$ cat src/rtl/headgen_pkg.sv
// Shared types and constants for the header stripper: FSM states, status codes,
// template geometry and a saturating counter helper.
package headgen_pkg;

  localparam int TMPL_DEPTH = 64;
  localparam int TMPL_AW    = 6;
  localparam int TMPL_W     = 9;

  typedef enum logic [1:0] {
    S_IDLE    = 2'd0,
    S_HEADER  = 2'd1,
    S_BODY    = 2'd2,
    S_DISCARD = 2'd3
  } state_e;

  typedef enum logic [1:0] {
    ST_OK   = 2'b00,
    ST_HDR  = 2'b01,
    ST_LEN  = 2'b10,
    ST_RUNT = 2'b11
  } status_e;

  function automatic logic [15:0] sat_inc(input logic [15:0] v);
    return (v == 16'hFFFF) ? v : v + 16'd1;
  endfunction

endpackage

$ cat src/rtl/headstrip_template_ram.sv
// 64x9 header template: bit8 enables the compare, bits7:0 hold the expected byte.
// Synchronous write, asynchronous read.
module headstrip_template_ram
  import headgen_pkg::*;
(
  input  logic               clk,
  input  logic               we_i,
  input  logic [TMPL_AW-1:0] waddr_i,
  input  logic [TMPL_W-1:0]  wdata_i,
  input  logic [TMPL_AW-1:0] raddr_i,
  output logic [TMPL_W-1:0]  rdata_o
);

  logic [TMPL_W-1:0] mem [TMPL_DEPTH];

  // NOTE: the template has no reset; management software loads it after power-up.
  always_ff @(posedge clk) begin
    if (we_i) mem[waddr_i] <= wdata_i;
  end

  assign rdata_o = mem[raddr_i];

endmodule

$ cat src/rtl/header_stripper.sv
// Strips a fixed-length encapsulation header, validates it against a template and
// forwards the body. Optional length check compiled in with HEADER_STRIPPER_LENCHK_EN.
module header_stripper
  import headgen_pkg::*;
#(
  parameter int HDR_LEN = 42,
  parameter int LEN_OFS = 38,
  parameter int LEN_ADJ = 8
) (
  input  logic        clk,
  input  logic        rst,
  input  logic [7:0]  in_data,
  input  logic        in_valid,
  input  logic        in_sof,
  input  logic        in_eof,
  output logic [7:0]  out_data,
  output logic        out_valid,
  output logic        out_sof,
  output logic        out_eof,
  output logic [1:0]  out_status,
  output logic        out_status_valid,
  input  logic [8:0]  writedata_mgmt_0,
  input  logic [5:0]  writeaddr_mgmt_0,
  input  logic        we_mgmt_0,
  output logic [15:0] cnt_ok,
  output logic [15:0] cnt_drop
);

  if (HDR_LEN < 4 || HDR_LEN > TMPL_DEPTH || LEN_OFS < 0 || LEN_OFS + 1 >= HDR_LEN || LEN_ADJ < 0)
  begin : g_param_check
    $error("header_stripper: illegal HDR_LEN/LEN_OFS/LEN_ADJ");
  end

  localparam logic [TMPL_AW-1:0] LAST_HDR = TMPL_AW'(HDR_LEN - 1);

  state_e            state_q;
  logic [TMPL_AW-1:0] idx_q;
  logic              hdr_err_q;
  logic              first_q;
  logic [15:0]       body_cnt_q;
  logic [7:0]        out_data_q;
  logic              out_valid_q, out_sof_q, out_eof_q, out_status_valid_q;
  status_e           out_status_q;
  logic [15:0]       cnt_ok_q, cnt_drop_q;

  logic [TMPL_AW-1:0] cur_idx;
  logic [TMPL_W-1:0]  tmpl_rdata;
  logic               hdr_mismatch;
  logic [15:0]        body_cnt_inc;
  logic               len_err;
  logic               st_fire;
  status_e            st_code;

  // A start-of-frame byte is always header byte 0, whatever the counter holds.
  assign cur_idx      = in_sof ? '0 : idx_q;
  assign hdr_mismatch = tmpl_rdata[8] && (tmpl_rdata[7:0] != in_data);
  assign body_cnt_inc = sat_inc(body_cnt_q);

  headstrip_template_ram u_tmpl (
    .clk     (clk),
    .we_i    (we_mgmt_0),
    .waddr_i (writeaddr_mgmt_0),
    .wdata_i (writedata_mgmt_0),
    .raddr_i (cur_idx),
    .rdata_o (tmpl_rdata)
  );

`ifdef HEADER_STRIPPER_LENCHK_EN
  logic [15:0] len_q;

  always_ff @(posedge clk or negedge rst) begin
    if (!rst) begin
      len_q <= '0;
    end else if (in_valid && (in_sof || state_q == S_HEADER)) begin
      if (cur_idx == TMPL_AW'(LEN_OFS))     len_q[15:8] <= in_data;
      if (cur_idx == TMPL_AW'(LEN_OFS + 1)) len_q[7:0]  <= in_data;
    end
  end

  assign len_err = {1'b0, len_q} != (17'(body_cnt_inc) + 17'(LEN_ADJ));
`else
  assign len_err = 1'b0;
`endif

  always_comb begin
    // NOTE: every output of this block gets a default first, so no path infers a latch.
    st_fire = 1'b0;
    st_code = ST_OK;
    if (in_valid) begin
      if (in_sof) begin
        st_fire = (state_q != S_IDLE) || in_eof;
        st_code = ST_RUNT;
      end else if (in_eof) begin
        case (state_q)
          S_HEADER:  begin st_fire = 1'b1; st_code = ST_RUNT; end
          S_BODY:    begin st_fire = 1'b1; st_code = len_err ? ST_LEN : ST_OK; end
          S_DISCARD: begin st_fire = 1'b1; st_code = ST_HDR; end
          default:   ;
        endcase
      end
    end
  end

  // NOTE: all sequential state uses non-blocking assignments so every register
  // sees the pre-edge values of its neighbours.
  always_ff @(posedge clk or negedge rst) begin
    if (!rst) begin
      state_q            <= S_IDLE;
      idx_q              <= '0;
      hdr_err_q          <= 1'b0;
      first_q            <= 1'b0;
      body_cnt_q         <= '0;
      out_data_q         <= '0;
      out_valid_q        <= 1'b0;
      out_sof_q          <= 1'b0;
      out_eof_q          <= 1'b0;
      out_status_q       <= ST_OK;
      out_status_valid_q <= 1'b0;
      cnt_ok_q           <= '0;
      cnt_drop_q         <= '0;
    end else begin
      out_valid_q        <= 1'b0;
      out_sof_q          <= 1'b0;
      out_eof_q          <= 1'b0;
      out_status_valid_q <= 1'b0;

      if (st_fire) begin
        out_status_valid_q <= 1'b1;
        out_status_q       <= st_code;
        if (st_code == ST_OK) cnt_ok_q   <= sat_inc(cnt_ok_q);
        else                  cnt_drop_q <= sat_inc(cnt_drop_q);
      end

      if (in_valid) begin
        if (in_sof) begin
          state_q    <= in_eof ? S_IDLE : S_HEADER;
          idx_q      <= TMPL_AW'(1);
          hdr_err_q  <= hdr_mismatch;
          body_cnt_q <= '0;
        end else begin
          case (state_q)
            S_HEADER: begin
              idx_q     <= idx_q + TMPL_AW'(1);
              hdr_err_q <= hdr_err_q | hdr_mismatch;
              if (in_eof) begin
                state_q <= S_IDLE;
              end else if (idx_q == LAST_HDR) begin
                state_q    <= (hdr_err_q | hdr_mismatch) ? S_DISCARD : S_BODY;
                first_q    <= 1'b1;
                body_cnt_q <= '0;
              end
            end
            S_BODY: begin
              out_valid_q <= 1'b1;
              out_data_q  <= in_data;
              out_sof_q   <= first_q;
              out_eof_q   <= in_eof;
              first_q     <= 1'b0;
              body_cnt_q  <= body_cnt_inc;
              if (in_eof) state_q <= S_IDLE;
            end
            S_DISCARD: if (in_eof) state_q <= S_IDLE;
            default:   ;
          endcase
        end
      end
    end
  end

  assign out_data         = out_data_q;
  assign out_valid        = out_valid_q;
  assign out_sof          = out_sof_q;
  assign out_eof          = out_eof_q;
  assign out_status       = out_status_q;
  assign out_status_valid = out_status_valid_q;
  assign cnt_ok           = cnt_ok_q;
  assign cnt_drop         = cnt_drop_q;

endmodule
$ cat config.mk
export PLATFORM = sky130hd
export DESIGN_NAME = header_stripper
export DESIGN_NICKNAME = d
export VERILOG_FILES = /design/src/rtl/headgen_pkg.sv /design/src/rtl/headstrip_template_ram.sv /design/src/rtl/header_stripper.sv
export SDC_FILE = /design/constraint.sdc
export NUM_CORES = 1
export LEC_CHECK = 0
export ABC_CLOCK_PERIOD_IN_PS = 3500
export BUFFER_PORTS_ARGS = -buffer_cell sky130_fd_sc_hd__buf_4
export CELL_PAD_IN_SITES_DETAIL_PLACEMENT = 1
export CELL_PAD_IN_SITES_GLOBAL_PLACEMENT = 2
export CORE_UTILIZATION = 46
export DETAILED_ROUTE_END_ITERATION = 16
export HOLD_SLACK_MARGIN = 0.02
export PLACE_DENSITY_LB_ADDON = 0.05
export RECOVER_POWER = 100
export SYNTH_ARGS = -nofsm -noshare
export SYNTH_HDL_FRONTEND = slang
export SYNTH_SLANG_ARGS = --single-unit
$ cat constraint.sdc
create_clock -name clk -period 3.5 [get_ports clk]
set_input_delay 0.7 -clock clk [delete_from_list [all_inputs] [get_ports clk]]
set_output_delay 0.7 -clock clk [all_outputs]
set_load 0.03 [all_outputs]
## Yosys cells after proc, flatten, opt, wreduce, memory -nomap -nowiden

Memories as Yosys holds them, arrays and structs flattened.
Cells that the tools add are included.

- Register bits after elaboration: 56
- Memory bits (writable): 576
- Input bits: 29
- Output and inout port bits: 46
- Logic and storage cells: 82
- Memories: 1

- $add $sub $neg: 3
- Eq/ne operators: 11
- Multiplexer cells: 35
- Bitwise logic cells: 5
- Reductions and logical operators: 15

Memories:

| name | depth | width | rd ports | clocked after Yosys merged registers in | write ports | line | RTL |
|---|---|---|---|---|---|---|---|
| u_tmpl.mem | 64 | 9 | 1 | 0 | 1 | headstrip_template_ram.sv:14 | `logic [TMPL_W-1:0] mem [TMPL_DEPTH];` |

Operators by type and width:

| kind | number |
|---|---|
| adder 16 x 1 -> 16 bit (second input constant) | 2 |
| == test 16 bit (second input constant) | 2 |
| two-way mux 1 bit | 22 |
| two-way mux 6 bit | 3 |
| two-way mux 2 bit | 7 |
| AND reduction 3 bit | 3 |
| inequality test 8 bit | 1 |
| one-hot mux 2 bit (2 select lines) | 2 |
| adder 6 x 1 -> 6 bit (second input constant) | 1 |
| == test 6 bit (second input constant) | 1 |
| nonzero test 2 bit | 3 |
| AND reduction 5 bit | 1 |
| == test 2 bit (second input constant) | 2 |
| inequality test 2 bit (second input constant) | 2 |
| inequality test 4 bit (second input constant) | 1 |
| NOT 1 bit | 4 |
| AND reduction 4 bit | 1 |
| inequality test 3 x 1 -> 1 bit (second input constant) | 1 |
| nonzero test 3 bit | 1 |
| OR reduction 3 bit | 1 |
| == test 2 x 1 -> 1 bit (second input constant) | 1 |
| logical NOT 2 bit | 1 |
| one-hot mux 1 bit (2 select lines) | 1 |
| AND reduction 2 bit | 1 |
| other kinds (4) | 4 |

## Logic depth before layout (Yosys ltp)

Gate-level depths: netlist of the first run.
An unclocked memory read counts as a cell.

- Depth in word-level cells: 10
- Depth in mapped cells: 15
- Mapped depth without buffers: 11

## By module

Synthesis of the first run repeated with hierarchy kept, for this count alone.

- Cells, all modules: 1280
- Area total of the unflattened synthesis: 25273.0 sq um

By module, submodules not included:

| module | instances | cells each | area each (sq um) | sequential area each (sq um) |
|---|---|---|---|---|
| headstrip_template_ram | 1 | 1011 | 22414.0 | 17296.6 |
| header_stripper | 1 | 269 | 2859.0 | 1401.3 |

## Worst setup path before layout of the first run

Ideal clock, no wire load.

- Path type: input-to-reg
- Start: in in_sof
- End: reg state_q[0]
- Setup time: 0.137 ns
- Data arrival time: 2.932 ns
- Data required time: 3.363 ns
- Setup slack: 0.431 ns
- Cell stages on the path: 13
- Buffers on the path: 3
- Cell sequence: buf_6 -> nor2b_1 -> buf_2 -> buf_2 -> nand2_1 -> a31o_2 -> a221oi_1 -> a2111oi_4 -> xnor2_1 -> a2111oi_2 -> a21oi_1 -> nor2_1 -> o221ai_1

- Cells in the longest elaborated chain, start to end: 10
- Elaborated cells on any way between the ends: 14
- Classes of those cells: eq/ne: 3; mux: 6; bitwise: 1; reduce/logical: 3; memory: 1

Ends and longest elaborated chain:

| element | line | RTL |
|---|---|---|
| start: declaration | header_stripper.sv:14 | `input logic in_sof,` |
| two-way mux 6 bit | header_stripper.sv:55 | `assign cur_idx = in_sof ? '0 : idx_q;` |
| memory read (64 x 9 bit) | n/a |  |
| inequality test 8 bit | header_stripper.sv:56 | `assign hdr_mismatch = tmpl_rdata[8] && (tmpl_rdata[7:0] != in_data);` |
| logical AND 1 bit | header_stripper.sv:56 |  |
| bitwise OR 1 bit | header_stripper.sv:148 | `state_q <= (hdr_err_q \| hdr_mismatch) ? S_DISCARD : S_BODY;` |
| two-way mux 1 bit | header_stripper.sv:148 |  |
| two-way mux 2 bit | header_stripper.sv:147 | `end else if (idx_q == LAST_HDR) begin` |
| two-way mux 2 bit | header_stripper.sv:145 | `if (in_eof) begin` |
| one-hot mux 2 bit (2 select lines) | header_stripper.sv:141 | `case (state_q)` |
| two-way mux 2 bit | header_stripper.sv:135 | `if (in_sof) begin` |
| end signal: assignment | header_stripper.sv:136 | `state_q <= in_eof ? S_IDLE : S_HEADER;` |
| end signal: assignment | header_stripper.sv:148 |  |
| end: declaration | header_stripper.sv:36 | `state_e state_q;` |

Parallel ways exist; a longest one is shown, timed or not. The select of a mux whose other input is x is not followed.
A chain may end at the register's enable or synchronous reset.

## Worst setup path in the final report of the first run

- Start: reg idx_q[0]
- End: reg state_q[0]

- Cells in the longest elaborated chain, start to end: 10
- Elaborated cells on any way between the ends: 13
- Classes of those cells: eq/ne: 3; mux: 6; bitwise: 1; reduce/logical: 2; memory: 1

Ends and longest elaborated chain:

| element | line | RTL |
|---|---|---|
| start: declaration | header_stripper.sv:37 | `logic [TMPL_AW-1:0] idx_q;` |
| start signal: assignment | header_stripper.sv:143 | `idx_q <= idx_q + TMPL_AW'(1);` |
| two-way mux 6 bit | header_stripper.sv:55 |  |
| memory read (64 x 9 bit) | n/a |  |
| inequality test 8 bit | header_stripper.sv:56 |  |
| logical AND 1 bit | header_stripper.sv:56 |  |
| bitwise OR 1 bit | header_stripper.sv:148 |  |
| two-way mux 1 bit | header_stripper.sv:148 |  |
| two-way mux 2 bit | header_stripper.sv:147 |  |
| two-way mux 2 bit | header_stripper.sv:145 |  |
| one-hot mux 2 bit (2 select lines) | header_stripper.sv:141 |  |
| two-way mux 2 bit | header_stripper.sv:135 |  |

Parallel ways exist; a longest one is shown, timed or not. The select of a mux whose other input is x is not followed.

==> reports/qor.txt, run 1 <==
Status -> finished, violations left
Failing checks -> max-capacitance violations, max-slew violations
Least-Margin Pin Slew -> 3.072 ns
Top post-synthesis cells by area -> edfxtp_1, mux2i_1, dfrtp_1
Num ports -> 75
Yosys reg bits -> 632
Crit path kind -> flip-flop to flip-flop
Maximum VDD drop -> 0.4303 mV
DR iter-0 viols -> 1409
Startpoint types -> flip-flop
Final hold viol count -> 0
Element type at the critical path end -> flip-flop
Compound-Gate Fraction of Synth Area -> 8.559%
CP Data Arrival Time -> 3.92 ns
Relative slew margins -> -104.8%
Post-Syn Nets -> 1653
Critical path peak fanout -> 17
Register area share after synthesis -> 72.93%
Setup TNS -> 0 ns
Simple-gate share of the synthesized area -> 6.154%
Maximum number of pins on one net before global-route repair -> 65
Core area -> 55090 um2
Num CTS Buffers -> 69
Final nets -> 1933
Total GRT Usage -> 27.53%
Bufs and invs on worst path -> 4
Initial Util -> 46.54%
CTS Root Cell -> clkbuf_16
Synth Flop Type -> edfxtp_1
Post-route DRC -> 0
Routability congestion estimate from global placement -> 0.8748
Final setup viols -> 0
Maximum operating frequency -> 289.3 MHz
Multiplexer share of the synthesized area -> 8.457%
Most common cell in the netlist -> edfxtp_1
Synthesized area -> 25640 um2
Port Buffers -> 74
Static Leak -> 10.43 nW
Largest family of logic cells by synthesized area -> compound AO/OA/AOI/OAI gates
Hold crit path type -> primary input to flip-flop
Post-synth EDFFs -> 576
Worst Hold Depth -> 2
Clk buf depth -> 3
GRT Residual Overflow -> 0
Count of pins over their slew limit -> 585
Clock slew at reported path FFs -> 0.06 ns
Pwr per Cell Area -> 677.2 nW/um2
Synth Area in XOR/XNOR -> 1.332%
CTS sink count -> 632
Max stage delay on crit path -> 0.55 ns
Cells after Synth -> 1614
Post-synth cell types -> 68
CTS HTree Levels -> 3
Vias in the first global route -> 16080
Placed cells -> 2565
First-pass GRT wire length -> 111.2 mm
Setup ws final -> 0.04352 ns
Synth warn -> 0
Initial antenna violation count -> 2
MaxCap Viol Count -> 9
Routed Antenna Nets -> 0
Die ar. -> 56690 um2
Die Ht -> 238.1 um
Area Growth Syn to Fin -> 18.70%
R2R cell count -> 14
Adder-cell share of the synthesized area -> 0.4880%
Via count -> 15940
Syn_area_per_cell -> 15.89 um2
CP Cell Sequence -> buf_12, nor2b_4, buf_4, buf_12, buf_4, mux2i_1, a221oi_1, o221ai_1, nand4_1, xor2_1, nor4_2, a21oi_2, nor2_1, o221ai_1
CTS tree -> yes
Wire length per cell -> 28.80 um
Layout Cells excl Fill -> 2696
Min cycle time layout -> 3.456 ns
Vias per cell -> 5.912
Share of Yosys cell area claimed by the top area cell type -> 67.46%
Family with the most delay on the worst path -> compound AO/OA/AOI/OAI gates
Detailed Route WL -> 77.66 mm
Crit path required time -> 3.97 ns
Layout cells sized above 1 -> 19.11%
Die X -> 238.1 um
Clock skew -> 0.02138 ns
DPL Wire Length -> 51.25 mm
Area leader, netlist -> edfxtp_1
Synth cell count leaders -> edfxtp_1, mux2i_1, nand2_1, nor2_1, dfrtp_1
Final period util -> 98.76%
Critical path's slowest cell -> a221oi_1
Worst-Skew Late Latency -> 0.62 ns
Drt first pass iters -> 7
Post-synth ARST share -> 8.861%
Num rows -> 86
DP Worst Slack -> -0.2746 ns
Number of fill cells in the layout -> 5259
Crit. path cell count -> 14
## timing repair
item	in CTS	in global routing
hold buffers	0	0
resized for setup	1	13
pin swaps	0	1
setup endpoints to repair	1	2
setup buffers	2	3
gates cloned	0	1
## stage by stage
stage,hold WS (ns),area [um2],total power [mW],util [%]
5_1_grt,0.3742,30430,21.24,55.24
6_report,0.3907,30440,20.61,55.24
3_5_place_dp,0.4681,28550,13.48,51.81
3_3_place_gp,0.4603,28550,13.43,51.81
4_1_cts,0.1529,30790,20.70,55.88
2_1_floorplan,0.4044,25640,11.25,-
## sequential cells by signal, summed over array words and instances, names as in the netlist
signal,flops
idx_q,6
out_status_valid,1
out_valid,1
out_status,2
hdr_err_q,1
cnt_drop,16
state_q,2
out_sof,1
out_eof,1
cnt_ok,16
first_q,1
u_tmpl.mem,576
out_data,8
## report_power, final
part | switching (mW) | leakage (nW) | internal (mW)
Sequential | 0.187 | 5.91 | 8.45
Combinational | 2.93 | 3.42 | 1.84
Clock | 2.98 | 1.09 | 4.22
Total | 6.10 | 10.4 | 14.5
## area by class of cell
| cell class | instances | area [um2] | share of cell area, % |
|---|---|---|---|
| inverter | 15 | 56.30 | 0.1850 |
| antenna | 1 | 2.502 | 0.008222 |
| timing repair buffer | 303 | 2031 | 6.672 |
| clock inverter | 37 | 360.3 | 1.184 |
| clock buffer | 87 | 1858 | 6.105 |
| tap | 748 | 935.9 | 3.075 |
| sequential | 632 | 18710 | 61.46 |
| multi-input combinational | 873 | 6486 | 21.31 |
## logic make-up (layout without fill, tap and decap cells)
logic type | after synthesis | after routing
fa+ha+maj | 10 | 10
simple gates | 333 | 333
flops | 632 | 632
mux | 198 | 198
xor+xnor | 39 | 39
other cells | 0 | 1
buf+inv | 109 | 442
compound gates | 293 | 293
## path summary, 6_finish.rpt
| check | from | endpoint | slack (ns) |
|---|---|---|---|
| max in group asynchronous | rst | idx_q[0] | 2.01 |
| worst min-delay path | in_valid | idx_q[3] | 0.39 |
| worst min register to register | first_q | first_q | 0.48 |
| min in group asynchronous | rst | out_data[5] | 0.43 |
| worst max register to register | idx_q[0] | state_q[0] | 0.04 |
| worst max-delay path | idx_q[0] | state_q[0] | 0.04 |
## routing by layer
metal	up-vias	track usage, %	share of wire, %
li1	6947	-	-
met1	8298	39.21	44
met2	570	42.36	46
met3	122	6.131	7.4
met4	2	8.372	2.6
met5	-	0	0.017
## layout by cell type (no fill, tap or decap), types with 28 or more instances in the layout
cell type  instances
clkbuf_1         135
xnor2_1           28
buf_4            154
dfrtp_1           52
nand2_1          119
a221oi_1          32
mux2_2            39
mux2i_1          145
a211oi_1          32
clkbuf_16         73
o21ai_0           36
o22ai_1           38
edfxtp_1         576
nor2_1            90
(Power assumes the default switching activity.)
==> inputs of run 2 (changes only) <==
--- a/config.mk
+++ b/config.mk
@@ -5,15 +5,17 @@
 export SDC_FILE = /design/constraint.sdc
 export NUM_CORES = 1
 export LEC_CHECK = 0
+export ABC_AREA = 1
 export ABC_CLOCK_PERIOD_IN_PS = 3500
 export BUFFER_PORTS_ARGS = -buffer_cell sky130_fd_sc_hd__buf_4
 export CELL_PAD_IN_SITES_DETAIL_PLACEMENT = 1
 export CELL_PAD_IN_SITES_GLOBAL_PLACEMENT = 2
-export CORE_UTILIZATION = 46
+export CORE_UTILIZATION = 43
 export DETAILED_ROUTE_END_ITERATION = 16
 export HOLD_SLACK_MARGIN = 0.02
-export PLACE_DENSITY_LB_ADDON = 0.05
+export PLACE_DENSITY = 0.8
 export RECOVER_POWER = 100
+export SETUP_SLACK_MARGIN = 0.5
 export SYNTH_ARGS = -nofsm -noshare
 export SYNTH_HDL_FRONTEND = slang
 export SYNTH_SLANG_ARGS = --single-unit
==> run 2 against run 1 <==
Effect of this change:
- the run still ends with max-capacitance violations, max-slew violations left
- area after synthesis up 2.0%
- largest power group unchanged
- sequential power about the same
- flip-flop and latch count unchanged
- first-iteration DRC count up 16%
- clock power up 1%
- cell area down 1.8%
- sequential share of layout area up 1.1 points
- highest routed layer is now met4
- critical path type is now primary input to flip-flop
==> reports/qor.txt, run 2 <==
Status -> finished, violations left (unchanged)
Failing checks -> max-capacitance violations, max-slew violations (unchanged)
GRT Residual Overflow -> 0 (unchanged)
Synth Flop Type -> edfxtp_1 (unchanged)
Bufs and invs on worst path -> 1 (was 4)
Post-synth EDFFs -> 576 (unchanged)
Vias in the first global route -> 18710 (was 16080)
Setup repair bufs after CTS -> 0 (was 2)
Number of fill cells in the layout -> 6319 (was 5259)
Startpoint types -> primary input (was flip-flop)
Design Area, Final -> 29890 um2 (was 30440 um2)
Least-Margin Pin Slew -> 3.091 ns (was 3.072 ns)
Count of pins over their slew limit -> 585 (unchanged)
Post-synth cell types -> 47 (was 68)
Min cycle time layout -> 2.968 ns (was 3.456 ns)
Num rows -> 90 (was 86)
MaxCap Viol Count -> 9 (unchanged)
Routability congestion estimate from global placement -> 0.8525 (was 0.8748)
Via count -> 18210 (was 15940)
Die Ht -> 248.6 um (was 238.1 um)
CTS Root Cell -> clkbuf_16 (unchanged)
Initial Util -> 43.40% (was 46.54%)
Max reg flops -> 576 (unchanged)
Most common cell after layout, fill and taps aside -> edfxtp_1 (unchanged)
Initial antenna violation count -> 0 (was 2)
Num ports -> 75 (unchanged)
Post_cts resized -> 0 (was 1)
Share of Yosys cell area claimed by the top area cell type -> 66.15% (was 67.46%)
Crit path required time -> 3.45 ns (was 3.97 ns)
Total GRT Usage -> 25.49% (was 27.53%)
Wire length per cell -> 24.65 um (was 28.80 um)
Drt first pass iters -> 5 (was 7)
FF-to-FF setup slack -> 0.58 ns (was 0.04 ns)
Area Growth Syn to Fin -> 14.29% (was 18.70%)
Setup ws final -> 0.5321 ns (was 0.04352 ns)
Synthesized area -> 26150 um2 (was 25640 um2)
Hold crit path type -> primary input to flip-flop (unchanged)
CP Cell Sequence -> clkbuf_1 (was buf_12, nor2b_4, buf_4, buf_12, buf_4, mux2i_1, a221oi_1, o221ai_1, nand4_1, xor2_1, nor4_2, a21oi_2, nor2_1, o221ai_1)
Clock skew -> 0.009627 ns (was 0.02138 ns)
Layout cells sized above 1 -> 8.337% (was 19.11%)
Crit. path cell count -> 1 (was 14)
Critical path's slowest cell -> clkbuf_1 (was a221oi_1)
DR top layer -> met4 (was met5)
R2R cell count -> 11 (was 14)
Element type at the critical path end -> flip-flop (unchanged)
CTS tree -> yes (unchanged)
Largest register by flop count -> u_tmpl.mem (unchanged)
Crit path kind -> primary input to flip-flop (was flip-flop to flip-flop)
Cells after Synth -> 2221 (was 1614)
CTS sink count -> 632 (unchanged)
Static Leak -> 10.73 nW (was 10.43 nW)
Area after DPL -> 28110 um2 (was 28550 um2)
Cts hold-fix bufs -> 0 (unchanged)
Final nets -> 2385 (was 1933)
CP Data Arrival Time -> 2.92 ns (was 3.92 ns)
First-pass GRT wire length -> 118.3 mm (was 111.2 mm)
Synth warn -> 0 (unchanged)
Die ar. -> 61800 um2 (was 56690 um2)
Final hold viol count -> 0 (unchanged)
Yosys reg bits -> 632 (unchanged)
Core area -> 60250 um2 (was 55090 um2)
Critical path peak fanout -> 64 (was 17)
Maximum number of pins on one net before global-route repair -> 107 (was 65)
End point of the critical path -> u_tmpl.mem[60][5] (was state_q[0])
Pwr per Cell Area -> 669.1 nW/um2 (was 677.2 nW/um2)
Family with the most delay on the worst path -> buffers and inverters (was compound AO/OA/AOI/OAI gates)
Multi-input gate area -> 6646 um2 (was 6486 um2)
DP Worst Slack -> 0.2132 ns (was -0.2746 ns)
Num CTS Buffers -> 70 (was 69)
Final core area utilization -> 49.61% (was 55.24%)
Maximum operating frequency -> 336.9 MHz (was 289.3 MHz)
Post-Syn Nets -> 2260 (was 1653)
Crit path from -> writedata_mgmt_0[5] (was idx_q[0])
Hold slack final -> 0.4023 ns (was 0.3907 ns)
Origin of the critical flop-to-flop path -> state_q[0] (was idx_q[0])
Syn_area_per_cell -> 11.77 um2 (was 15.89 um2)
Post-route DRC -> 0 (unchanged)
Post-synth ARST share -> 8.861% (unchanged)
Port Buffers -> 74 (unchanged)
Reg2reg end -> cnt_drop[14] (was state_q[0])
Top post-synthesis cells by area -> edfxtp_1, nand3_1, nand2_1 (was edfxtp_1, mux2i_1, dfrtp_1)
Most common cell in the netlist -> edfxtp_1 (unchanged)
Synth cell count leaders -> edfxtp_1, nand2_1, nand3_1, nor2_1, dfrtp_1 (was edfxtp_1, mux2i_1, nand2_1, nor2_1, dfrtp_1)
Die X -> 248.6 um (was 238.1 um)
Routed Antenna Nets -> 0 (unchanged)
CTS HTree Levels -> 3 (unchanged)
DPL Wire Length -> 47.65 mm (was 51.25 mm)
Commonest cells after routing, fill and taps aside -> edfxtp_1, nand2_1, nand3_1 (was edfxtp_1, buf_4, mux2i_1)
Vias per cell -> 5.723 (was 5.912)
Unrepaired setup endpoints after global routing -> no
Final period util -> 84.80% (was 98.76%)
Clk buf depth -> 3 (unchanged)
Detailed Route WL -> 78.43 mm (was 77.66 mm)
Met1 wire length -> 35.00 mm (was 34.27 mm)
Max stage delay on crit path -> 2.13 ns (was 0.55 ns)
Relative slew margins -> -106.1% (was -104.8%)
Metal2 WL -> 36.64 mm (was 35.63 mm)
Setup TNS -> 0 ns (unchanged)
Maximum VDD drop -> 0.4421 mV (was 0.4303 mV)
Final setup viols -> 0 (unchanged)
Area leader, netlist -> edfxtp_1 (unchanged)
Worst-Skew Late Latency -> 0.60 ns (was 0.62 ns)
Clock slew at reported path FFs -> 0.06 ns (about the same)
Met3 Wirelength -> 4.813 mm (was 5.731 mm)
Register area -> 18700 um2 (was 18710 um2)
DR iter-0 viols -> 1635 (was 1409)
Register area share after synthesis -> 71.51% (was 72.93%)
-- run 2: changes by cell type after synthesis, sizes merged, moves of 34 or more --
cell / before / now
mux2: 39 / 1
a221oi: 35 / 1
inv: 15 / 51
o22ai: 38 / 2
nor2: 90 / 131
mux2i: 148 / 1
nand3: 25 / 551
nand2: 119 / 573
-- run 2: how the worst min path moves through the flow --
stage                           start           to  slack, ns  cells past startpoint
final                          in_eof      out_eof       0.40                      3
after global routing           in_eof      out_eof       0.41                      3
after CTS                         rst    out_valid       0.18                      1
after detailed placement  out_data[5]  out_data[5]       0.49                      2
after global placement    out_data[6]  out_data[6]       0.47                      2
after floorplan                   rst  cnt_drop[0]       0.40                      0
-- run 2: report_power, final --
part	total, mW	internal, mW	switching [mW]
clock network	7.29	4.34	2.95
logic	4.10	1.13	2.96
registers	8.61	8.44	0.167
total	20.0	13.9	6.08
-- run 2: cells by family (layout without fill, tap and decap cells) --
group                      after synthesis  after routing  share of synthesized area [%]
muxes                                    2              2                        0.08134
DFF                                    632            632                          71.51
xor gates and xnor gates                30             30                          1.005
buffers and inverters                  178            356                          2.995
other                                    0              1                              0
and+or+nand+nor                       1304           1304                          22.21
adders and majority gates               10             10                         0.4785
AOI/OAI and AO/OA                       65             65                          1.727
-- run 2: layer usage --
| metal | vias to the layer above | GRT usage [%] |
|---|---|---|
| met4 | 0 | 7.578 |
| met3 | 127 | 4.020 |
| met1 | 9334 | 36.06 |
| li1 | 8165 | - |
| met5 | - | 0 |
| met2 | 585 | 40.68 |
-- run 2: metrics by stage --
stage / total power [mW] / instances
floorplan: 11.24 / 2221
global placement: 12.83 / 3056
detailed placement: 12.95 / 3056
CTS: 20.24 / 3181
global route: 20.78 / 3181
finish: 20.00 / 3182
-- run 2: final cells by class --
cell class                      instances  area share [%]
Clock inverter                         28          0.8499
Clock buffer                           97           6.686
Multi-Input combinational cell       1411           22.24
Timing Repair Buffer                  177           3.684
Tap cell                              782           3.274
Antenna cell                            1        0.008373
Sequential cell                       632           62.56
Inverter                               54          0.6950
-- run 2: worst reg2reg max path, stage by stage (launching register included) --
cell	delay, ns
dfrtp_1	0.47
inv_1	0.13
ha_1	0.21
nand2_1	0.07
nand3_1	0.24
nor3b_1	0.67
inv_2	0.17
nor2_1	0.23
nand2_1	0.07
or2_0	0.24
nor3_1	0.19
xor2_1	0.16
